`src/rtl/riscv_define_all.sv`:
```
// Shared definitions for the pipeline hazard controller:
// FSM state encoding, forwarding-select codes and the in-flight slot record.
package riscv_define_all;

    typedef enum logic [1:0] {
        StRun    = 2'd0,
        StStall  = 2'd1,
        StFreeze = 2'd2
    } ctrl_state_e;

    localparam logic [1:0] FWD_REGFILE = 2'd0;
    localparam logic [1:0] FWD_EXMEM   = 2'd1;
    localparam logic [1:0] FWD_MEMWB   = 2'd2;

    // One in-flight instruction tracked after ID.
    typedef struct packed {
        logic       valid;
        logic       we;
        logic [4:0] rd;
        logic       is_load;
    } slot_t;

    localparam int unsigned SLOT_W = $bits(slot_t);

    // A slot only produces a value others can depend on if it really writes a non-x0 register.
    function automatic logic slot_writing(slot_t s);
        return s.valid && s.we && (s.rd != 5'd0);
    endfunction

endpackage

```
`src/rtl/hazard_cmp.sv`:
```
// hazard_cmp: compares one ID source register against the ex/mem/wb slots and
// reports whether it must stall and which operand source to use.
// Optional feature macro: HAZARD_FORWARDING_EN (forward from EX/MEM and MEM/WB
// instead of stalling; only load-use and non-bypassed WB matches stall).
module hazard_cmp
    import riscv_define_all::*;
#(
    parameter bit WB_BYPASS = 1'b0
) (
    input  logic       i_re,
    input  logic [4:0] i_addr,
    input  slot_t      i_ex,
    input  slot_t      i_mem,
    input  slot_t      i_wb,
    output logic       o_conflict,
    output logic [1:0] o_fwd_sel
);

    logic w_src;
    logic w_ex_hit;
    logic w_mem_hit;
    logic w_wb_hit;
    logic w_wb_conflict;
    logic w_unused;

    // x0 reads and disabled reads never depend on anything.
    assign w_src     = i_re && (i_addr != 5'd0);
    assign w_ex_hit  = w_src && slot_writing(i_ex)  && (i_ex.rd  == i_addr);
    assign w_mem_hit = w_src && slot_writing(i_mem) && (i_mem.rd == i_addr);
    assign w_wb_hit  = w_src && slot_writing(i_wb)  && (i_wb.rd  == i_addr);

    // A WB producer is harmless when the regfile writes before it is read.
    assign w_wb_conflict = w_wb_hit && !WB_BYPASS;

    assign w_unused = ^{i_ex.is_load, i_mem.is_load, i_wb.is_load, FWD_EXMEM, FWD_MEMWB};

    // Youngest matching producer decides between stall and forwarding source.
    always_comb begin
        o_conflict = 1'b0;
        o_fwd_sel  = FWD_REGFILE;
`ifdef HAZARD_FORWARDING_EN
        if (w_ex_hit) begin
            // Load data is not in EX/MEM yet: one bubble, then it comes from MEM/WB.
            if (i_ex.is_load) begin
                o_conflict = 1'b1;
            end else begin
                o_fwd_sel = FWD_EXMEM;
            end
        end else if (w_mem_hit) begin
            o_fwd_sel = FWD_MEMWB;
        end else begin
            o_conflict = w_wb_conflict;
        end
`else
        o_conflict = w_ex_hit || w_mem_hit || w_wb_conflict;
`endif
    end

endmodule

```
`src/rtl/hazard_ctrl.sv`:
```
// hazard_ctrl: RAW hazard detection, stall/flush/bubble/freeze sequencing and a
// saturating stall-cycle counter for the 5-stage core.
// Optional feature macro: HAZARD_FORWARDING_EN (operand forwarding selects;
// without it fwd_sel_1/fwd_sel_2 stay 0 and every RAW match stalls).
module hazard_ctrl
    import riscv_define_all::*;
#(
    parameter int unsigned CNT_W     = 16,
    parameter bit          WB_BYPASS = 1'b0
) (
    input  logic             clk,
    input  logic             reset,
    input  logic             id_valid,
    input  logic             id_r1_re,
    input  logic [4:0]       id_r1_addr,
    input  logic             id_r2_re,
    input  logic [4:0]       id_r2_addr,
    input  logic             id_rd_we,
    input  logic [4:0]       id_rd_addr,
    input  logic             id_is_load,
    input  logic             id_br,
    input  logic             mem_busy,
    output logic             pc_stall,
    output logic             ifid_stall,
    output logic             ifid_flush,
    output logic             idex_bubble,
    output logic             freeze,
    output logic [1:0]       fwd_sel_1,
    output logic [1:0]       fwd_sel_2,
    output logic [CNT_W-1:0] stall_cnt,
    output logic [1:0]       ctrl_state
);

    localparam slot_t SlotBubble = slot_t'({SLOT_W{1'b0}});

    slot_t            r_ex;
    slot_t            r_mem;
    slot_t            r_wb;
    slot_t            w_id_slot;
    ctrl_state_e      r_state;
    logic [CNT_W-1:0] r_cnt;
    logic             w_conf_1;
    logic             w_conf_2;
    logic             w_hazard;
    logic             w_accept;

    hazard_cmp #(
        .WB_BYPASS (WB_BYPASS)
    ) u_cmp_1 (
        .i_re       (id_r1_re),
        .i_addr     (id_r1_addr),
        .i_ex       (r_ex),
        .i_mem      (r_mem),
        .i_wb       (r_wb),
        .o_conflict (w_conf_1),
        .o_fwd_sel  (fwd_sel_1)
    );

    hazard_cmp #(
        .WB_BYPASS (WB_BYPASS)
    ) u_cmp_2 (
        .i_re       (id_r2_re),
        .i_addr     (id_r2_addr),
        .i_ex       (r_ex),
        .i_mem      (r_mem),
        .i_wb       (r_wb),
        .o_conflict (w_conf_2),
        .o_fwd_sel  (fwd_sel_2)
    );

    assign w_hazard = id_valid && (w_conf_1 || w_conf_2);
    assign w_accept = id_valid && !w_hazard && !mem_busy;

    // Record of the ID instruction as it would enter the ex slot.
    always_comb begin
        w_id_slot         = SlotBubble;
        w_id_slot.valid   = 1'b1;
        w_id_slot.we      = id_rd_we;
        w_id_slot.rd      = id_rd_addr;
        w_id_slot.is_load = id_is_load;
    end

    // Stage-control decode: mem_busy beats hazard, hazard beats branch; all low in reset.
    always_comb begin
        pc_stall    = reset && (mem_busy || w_hazard);
        ifid_stall  = reset && (mem_busy || w_hazard);
        idex_bubble = reset && w_hazard && !mem_busy;
        ifid_flush  = reset && id_br && id_valid && !w_hazard && !mem_busy;
        freeze      = reset && mem_busy;
    end

    // In-flight slots shift every cycle except while the memory freezes the pipe.
    always_ff @(posedge clk or negedge reset) begin
        if (!reset) begin
            r_ex  <= SlotBubble;
            r_mem <= SlotBubble;
            r_wb  <= SlotBubble;
        end else if (!mem_busy) begin
            r_ex  <= w_accept ? w_id_slot : SlotBubble;
            r_mem <= r_ex;
            r_wb  <= r_mem;
        end
    end

    // Control FSM plus saturating count of hazard-stall cycles (freeze cycles excluded).
    always_ff @(posedge clk or negedge reset) begin
        if (!reset) begin
            r_state <= StRun;
            r_cnt   <= '0;
        end else begin
            if (w_hazard && !mem_busy && (r_cnt != {CNT_W{1'b1}})) begin
                r_cnt <= r_cnt + CNT_W'(1);
            end
            unique case (r_state)
                StRun: begin
                    if (mem_busy) begin
                        r_state <= StFreeze;
                    end else if (w_hazard) begin
                        r_state <= StStall;
                    end
                end
                StStall: begin
                    if (mem_busy) begin
                        r_state <= StFreeze;
                    end else if (!w_hazard) begin
                        r_state <= StRun;
                    end
                end
                StFreeze: begin
                    if (!mem_busy) begin
                        r_state <= w_hazard ? StStall : StRun;
                    end
                end
                default: r_state <= StRun;
            endcase
        end
    end

    assign stall_cnt  = r_cnt;
    assign ctrl_state = r_state;

endmodule

```
`config.mk`:
```
export PLATFORM = sky130hd
export DESIGN_NAME = hazard_ctrl
export DESIGN_NICKNAME = d
export VERILOG_FILES = /design/src/rtl/riscv_define_all.sv /design/src/rtl/hazard_cmp.sv /design/src/rtl/hazard_ctrl.sv
export SDC_FILE = /design/constraint.sdc
export NUM_CORES = 1
export LEC_CHECK = 0
export CAP_MARGIN = 0
export CELL_PAD_IN_SITES_DETAIL_PLACEMENT = 1
export CELL_PAD_IN_SITES_GLOBAL_PLACEMENT = 2
export CORE_MARGIN = 4
export CORE_UTILIZATION = 34
export CTS_CLUSTER_SIZE = 40
export DETAILED_ROUTE_END_ITERATION = 10
export GPL_ROUTABILITY_DRIVEN = 0
export HOLD_SLACK_MARGIN = 0.06
export PLACE_DENSITY_LB_ADDON = 0.1
export SLEW_MARGIN = 10
export SYNTH_ARGS = -nofsm -noshare
export SYNTH_HDL_FRONTEND = slang
export SYNTH_SLANG_ARGS = --single-unit
```
`constraint.sdc`:
```
create_clock -name clk -period 6.7 [get_ports clk]
set_input_delay 1.675 -clock clk [delete_from_list [all_inputs] [get_ports clk]]
set_output_delay 1.675 -clock clk [all_outputs]
set_load 0.03 [all_outputs]
```
Word-level counts from Yosys, hierarchy flattened
Index checks and enable logic that the tools add are counted.

word-level totals
  register bits after elaboration = 39

operators by class
  add/subtract/negate cells = 1
  eq/ne operators = 12
  mux-type cells = 8
  reductions and logical operators = 48

operators by type and width
  operator               count
  $logic_and 1x1->1      33
  $eq 5x5->1             6
  $reduce_bool 5->1      5
  $add 16x1->16 const B  1
  $ne 16x16->1 const B   1
  $mux 2                 5
  $mux 8                 1
  $logic_or 1x1->1       6
  $ne 3x3->1 const B     2
  $pmux 2 s3             1
  $reduce_and 3->1       1
  $eq 2x1->1 const B     1
  $eq 2x2->1 const B     1
  $logic_not 1->1        2
  $logic_not 2->1        1
  $ne 2x2->1 const B     1
  $mux 1                 1

Depth between registers and ports, before layout
Gate-level depths: netlist of the first run.

  word-level depth = 12
  mapped depth = 9
  depth with buffers taken out = 7

Cells and area by module
Synthesis of the first run repeated with hierarchy kept, for this count alone.

second synthesis, totals
  cell total of the unflattened synthesis = 207
  area, all modules = 2307.2 sq um

modules (own cells, without submodules)
  module       times used  cells each  area each (sq um)
  hazard_ctrl  1           139         1819.2
  hazard_cmp   2           34          244.0

Worst setup path after synthesis of the first run
Ideal clock, no wire load.

  kind = in2out
  from = in id_r1_addr[4]
  to = out pc_stall
  arrival time = 3.575 ns
  data required time = 5.025 ns
  setup slack = 1.450 ns
  stages = 9
  path through = xnor2_1 > nand3_1 > nor4_1 > nor2_1 > o21ai_2 > buf_2 > a21oi_1 > nor2_1 > buf_4

on the way
  longest elaborated chain between the ends = 10
  elaborated cells between the ends (all ways) = 17
  those cells by class = eq/ne: 3; reduce/logical: 14

ends and longest elaborated chain
  item                                               line                                source
  start: declaration                                 hazard_ctrl.sv:15                   input logic [4:0] id_r1_addr,
  $reduce_bool 5->1                                  hazard_cmp.sv:27                    assign w_src = i_re && (i_addr != 5'd0);
  $logic_and 1x1->1                                  hazard_cmp.sv:27
  $logic_and 1x1->1 (on tied branches) (2 in a row)  hazard_cmp.sv:28, hazard_cmp.sv:29
  $logic_or 1x1->1                                   hazard_cmp.sv:55                    o_conflict = w_ex_hit || w_mem_hit || w_wb_conflict;
  $logic_or 1x1->1 (*)                               hazard_cmp.sv:55
  $logic_or 1x1->1 (*)                               hazard_ctrl.sv:71                   assign w_hazard = id_valid && (w_conf_1 || w_conf_2);
  $logic_and 1x1->1 (*)                              hazard_ctrl.sv:71
  $logic_or 1x1->1 (*)                               -
  $logic_and 1x1->1 (*)                              -
  end: declaration                                   hazard_ctrl.sv:23                   output logic pc_stall,

Every way passes the cells marked *; elsewhere a longest branch is shown, timed or not.

Worst setup path in the final report of the first run
  from = in id_r1_addr[3]
  to = out ifid_flush

on the way
  longest elaborated chain between the ends = 11
  elaborated cells between the ends (all ways) = 18
  those cells by class = eq/ne: 3; reduce/logical: 15

ends and longest elaborated chain
  item                                               line                                source
  $reduce_bool 5->1                                  hazard_cmp.sv:27
  $logic_and 1x1->1                                  hazard_cmp.sv:27
  $logic_and 1x1->1 (on tied branches) (2 in a row)  hazard_cmp.sv:28, hazard_cmp.sv:29
  $logic_or 1x1->1                                   hazard_cmp.sv:55
  $logic_or 1x1->1 (*)                               hazard_cmp.sv:55
  $logic_or 1x1->1 (*)                               hazard_ctrl.sv:71
  $logic_and 1x1->1 (*)                              hazard_ctrl.sv:71
  $logic_not 1->1 (*)                                -
  $logic_and 1x1->1 (*) (2 in a row)                 hazard_ctrl.sv:88                   ifid_flush = reset && id_br && id_valid && !w_hazard && !mem_busy;
  end: declaration                                   hazard_ctrl.sv:25                   output logic ifid_flush,

Marked as above.

==> results of run 1 <==
## registers in the layout, indices dropped and copies added, names as in the netlist
signal	count
ctrl_state	2
r_ex	7
r_mem	7
r_wb	7
stall_cnt	16
## metrics by stage
step / worst slack [ns] / util / total power [uW] / hold WS (ns)
2_1_floorplan: 1.45 / - / 335 / 0.472
3_3_place_gp: 0.419 / 0.440 / 372 / 0.452
3_5_place_dp: 0.322 / 0.440 / 377 / 0.474
4_1_cts: 0.303 / 0.457 / 552 / 0.495
5_1_grt: 0.174 / 0.457 / 573 / 0.508
6_report: 0.338 / 0.457 / 543 / 0.486
## per-layer routing
metal	GRT usage	up-vias
met2	0.261	38
li1	-	775
met1	0.203	809
met3	0.0388	6
met5	0	-
met4	0.0425	0
## cell usage in the layout, fill, tap and decap left out, drive strengths merged
cell type,Yosys,final
nand3b,2,2
clkdlybuf4s50,0,44
o21ai,3,3
dfrtp,39,39
conb,1,4
o211ai,3,3
a21o,1,1
nor2b,1,1
nand4,5,5
nand2,10,10
a31oi,1,1
nor4,7,7
and3,8,8
buf,6,4
xnor2,38,38
clkbuf,4,8
nand3,14,14
and2,5,5
mux2,16,16
nor2,8,8
a21boi,1,1
nand2b,1,1
xor2,5,5
or4,5,5
a21oi,3,3
inv,1,1
ha,1,1
a22o,6,6
## how the worst min path moves through the flow
| stage | slack (ns) | depth (start not counted) | to | startpoint |
|---|---|---|---|---|
| after global placement | 0.45 | 1 | ctrl_state[0] | ctrl_state[0] |
| after CTS | 0.50 | 1 | ctrl_state[0] | ctrl_state[0] |
| after global routing | 0.51 | 1 | ctrl_state[0] | ctrl_state[1] |
| after floorplan | 0.47 | 1 | r_ex[7] | r_ex[7] |
| final | 0.49 | 1 | ctrl_state[0] | ctrl_state[1] |
| after detailed placement | 0.47 | 1 | ctrl_state[0] | ctrl_state[0] |
## logic make-up after synthesis
logic type / after synthesis / share of synthesized area
xor+xnor: 43 / 0.177
buf+inv: 11 / 0.0289
other cells: 1 / 0.00177
mux: 16 / 0.0866
simple gates: 66 / 0.177
flops: 39 / 0.460
fa+ha+maj: 1 / 0.00589
compound gates: 18 / 0.0631
## power by group
| part | leakage, uW | internal, uW | total (uW) | switching (uW) |
|---|---|---|---|---|
| logic | 0.000555 | 52.4 | 98.0 | 45.6 |
| clock network | 0.0000515 | 94.0 | 172 | 77.9 |
| registers | 0.000520 | 251 | 273 | 21.6 |
## layout make-up
| cell class | count | area share |
|---|---|---|
| multi-input combinational | 148 | 0.401 |
| sequential | 39 | 0.356 |
| timing repair buffer | 48 | 0.171 |
| clock buffer | 8 | 0.0365 |
| tap | 75 | 0.0343 |
| inverter | 1 | 0.00137 |
==> results.py, run 1 <==
metrics = {
    "outcome": {
        "status": "complete, no violations",
    },
    "route": {
        "wl_met1_um": 2540,
        "met2RoutedLength_um": 2640,
        "firstDrtPassIters": 4,
        "wire_per_inst_um": 17.2,
        "routed-wl-met3_um": 260,
        "routed_wl_um": 5500,
        "highest_layer": "met4",
        "vias": 1628,
        "drc_errors": 0,
        "ant_nets": 0,
        "via_per_inst": 5.10,
        "drt_iter0_markers": 32,
    },
    "worst_setup_path": {
        "criticalPathCategory": "in -> out",
        "end_kind": "output pin",
        "startpoint_type": "input port",
        "arrival_ns": 4.69,
        "crit_cells": 9,
        "rrSetupSlack_ns": 4.08,
        "r2r_start": "r_mem[1]",
        "worstReg2RegEnd": "stall_cnt[1]",
        "path_cells": "clkdlybuf4s50_1 -> or4_1 -> o21ai_1 -> nor4_1 -> nor4_2 -> o21ai_2 -> nor2_4 -> and3_1 -> clkdlybuf4s50_1",
        "max_stage_delay_ns": 0.67,
        "path_delay_family": "simple AND/OR/NAND/NOR gates",
        "startpoint": "id_r1_addr[3]",
        "reg2regPathDepth": 8,
        "cp.required_ns": 5.03,
        "path_common_cell": "clkdlybuf4s50_1",
        "critPathSlowestCell": "clkdlybuf4s50_1",
        "worstPathMaxFanout": 8,
        "path_buf_inv": 2,
        "critPathCapture": "ifid_flush",
    },
    "placement": {
        "dp_hpwl_um": 4210,
        "portBuffers": 45,
        "dp.cells": 311,
        "post_dp_cell_area_sq_mm": 0.00264,
    },
    "timing": {
        "max_freq_mhz": 157,
        "rsz0062_at_grt": "false",
        "slew_headroom": 0.657,
        "fin_worst_skew_ns": 0.00679,
        "tightest_slew_ns": 0.515,
        "slew_viol_final": 0,
        "finalSetupViolations": 0,
        "min_period_over_period": 0.950,
        "setup_tns_ns": 0,
        "finalHoldViolations": 0,
        "fin_crit_ns": 6.36,
    },
    "logic_synthesis": {
        "postSynthCellCount": 195,
        "synth-async-reset-ratio": 1.00,
        "yosysWarningCount": 0,
        "ys.flop_type": "dfrtp_1",
        "synth_top_area_frac": 0.460,
        "synth.lib_cells_used.distinct": 34,
        "seq_area_frac_synth": 0.460,
        "avgSynthCellArea_sq_um": 10.9,
        "synth.most_common_cell": "dfrtp_1",
        "ys_top_cells_by_area": "dfrtp_1 (46%), xnor2_1 (16%), mux2_2 (7.4%)",
        "synth_edf_count": 0,
        "synth-seq-cells": 39,
        "yosysTopAreaCell": "dfrtp_1",
        "synth_commonest_cells": "dfrtp_1 (39), xnor2_1 (38), mux2_2 (14), nand3_1 (14), nand2_1 (10)",
        "netlist_area_sq_mm": 0.00212,
    },
    "grt": {
        "grt_max_degree": 43,
        "antenna_found_initial": 0,
        "grt_overflow": 0,
        "track_usage": 0.157,
        "grt_pass1_wl_um": 9380,
        "grt_pass1_vias": 1868,
    },
    "layout": {
        "nFillCells": 665,
        "layoutNonFillerInstCount": 319,
        "multi_input_comb_area_sq_mm": 0.00110,
        "drive_gt1_frac": 0.127,
        "diodes": 0,
        "layout-area-overhead-vs-synth_pct": 29.0,
        "seq_area_sq_um": 976,
        "nNetsFinal": 268,
        "final_area_sq_mm": 0.00274,
    },
    "clock_network": {
        "clockBufferDepth": 2,
        "cts_max_level": 2,
        "cts_setup_buffers": 0,
        "ctsHoldBuffers": 0,
        "path_clk_slew_ns": 0.07,
        "numCtsBuffers": 5,
        "cts_tree": "built",
        "cts_root_buf": "clkbuf_8",
        "clock_latency_ns": 0.28,
        "ctsResizeCount": 0,
        "clock-sinks": 39,
    },
    "floorplanning": {
        "initial_core_util": 0.354,
        "die_area_sq_mm": 0.00757,
        "core_area_sq_mm": 0.00599,
        "fp.dieW_um": 87.0,
        "rows": 28,
        "dieHeight_um": 87.0,
        "io_pins": 51,
    },
    "power_and_ir_drop": {
        "pwr_density_cell_mw_per_mm2": 198,
        "cellLeakagePower_uw": 0.00113,
        "vdd_drop_max_v": 0.0000945,
    },
    "worst_hold_path": {
        "hp-class": "reg -> reg",
    },
    "flow_run": {
        "max-cap-violations": 0,
    },
}
Note: power is estimated with default switching activity, not from simulation.
==> run 2, diff against run 1 <==
--- a/config.mk
+++ b/config.mk
@@ -13,7 +13,6 @@
 export CTS_CLUSTER_SIZE = 40
 export DETAILED_ROUTE_END_ITERATION = 10
 export GPL_ROUTABILITY_DRIVEN = 0
-export HOLD_SLACK_MARGIN = 0.06
 export PLACE_DENSITY_LB_ADDON = 0.1
 export SLEW_MARGIN = 10
 export SYNTH_ARGS = -nofsm -noshare
==> results of run 2 <==
No change in the layout: final DEF, timing and power equal those of run 1.
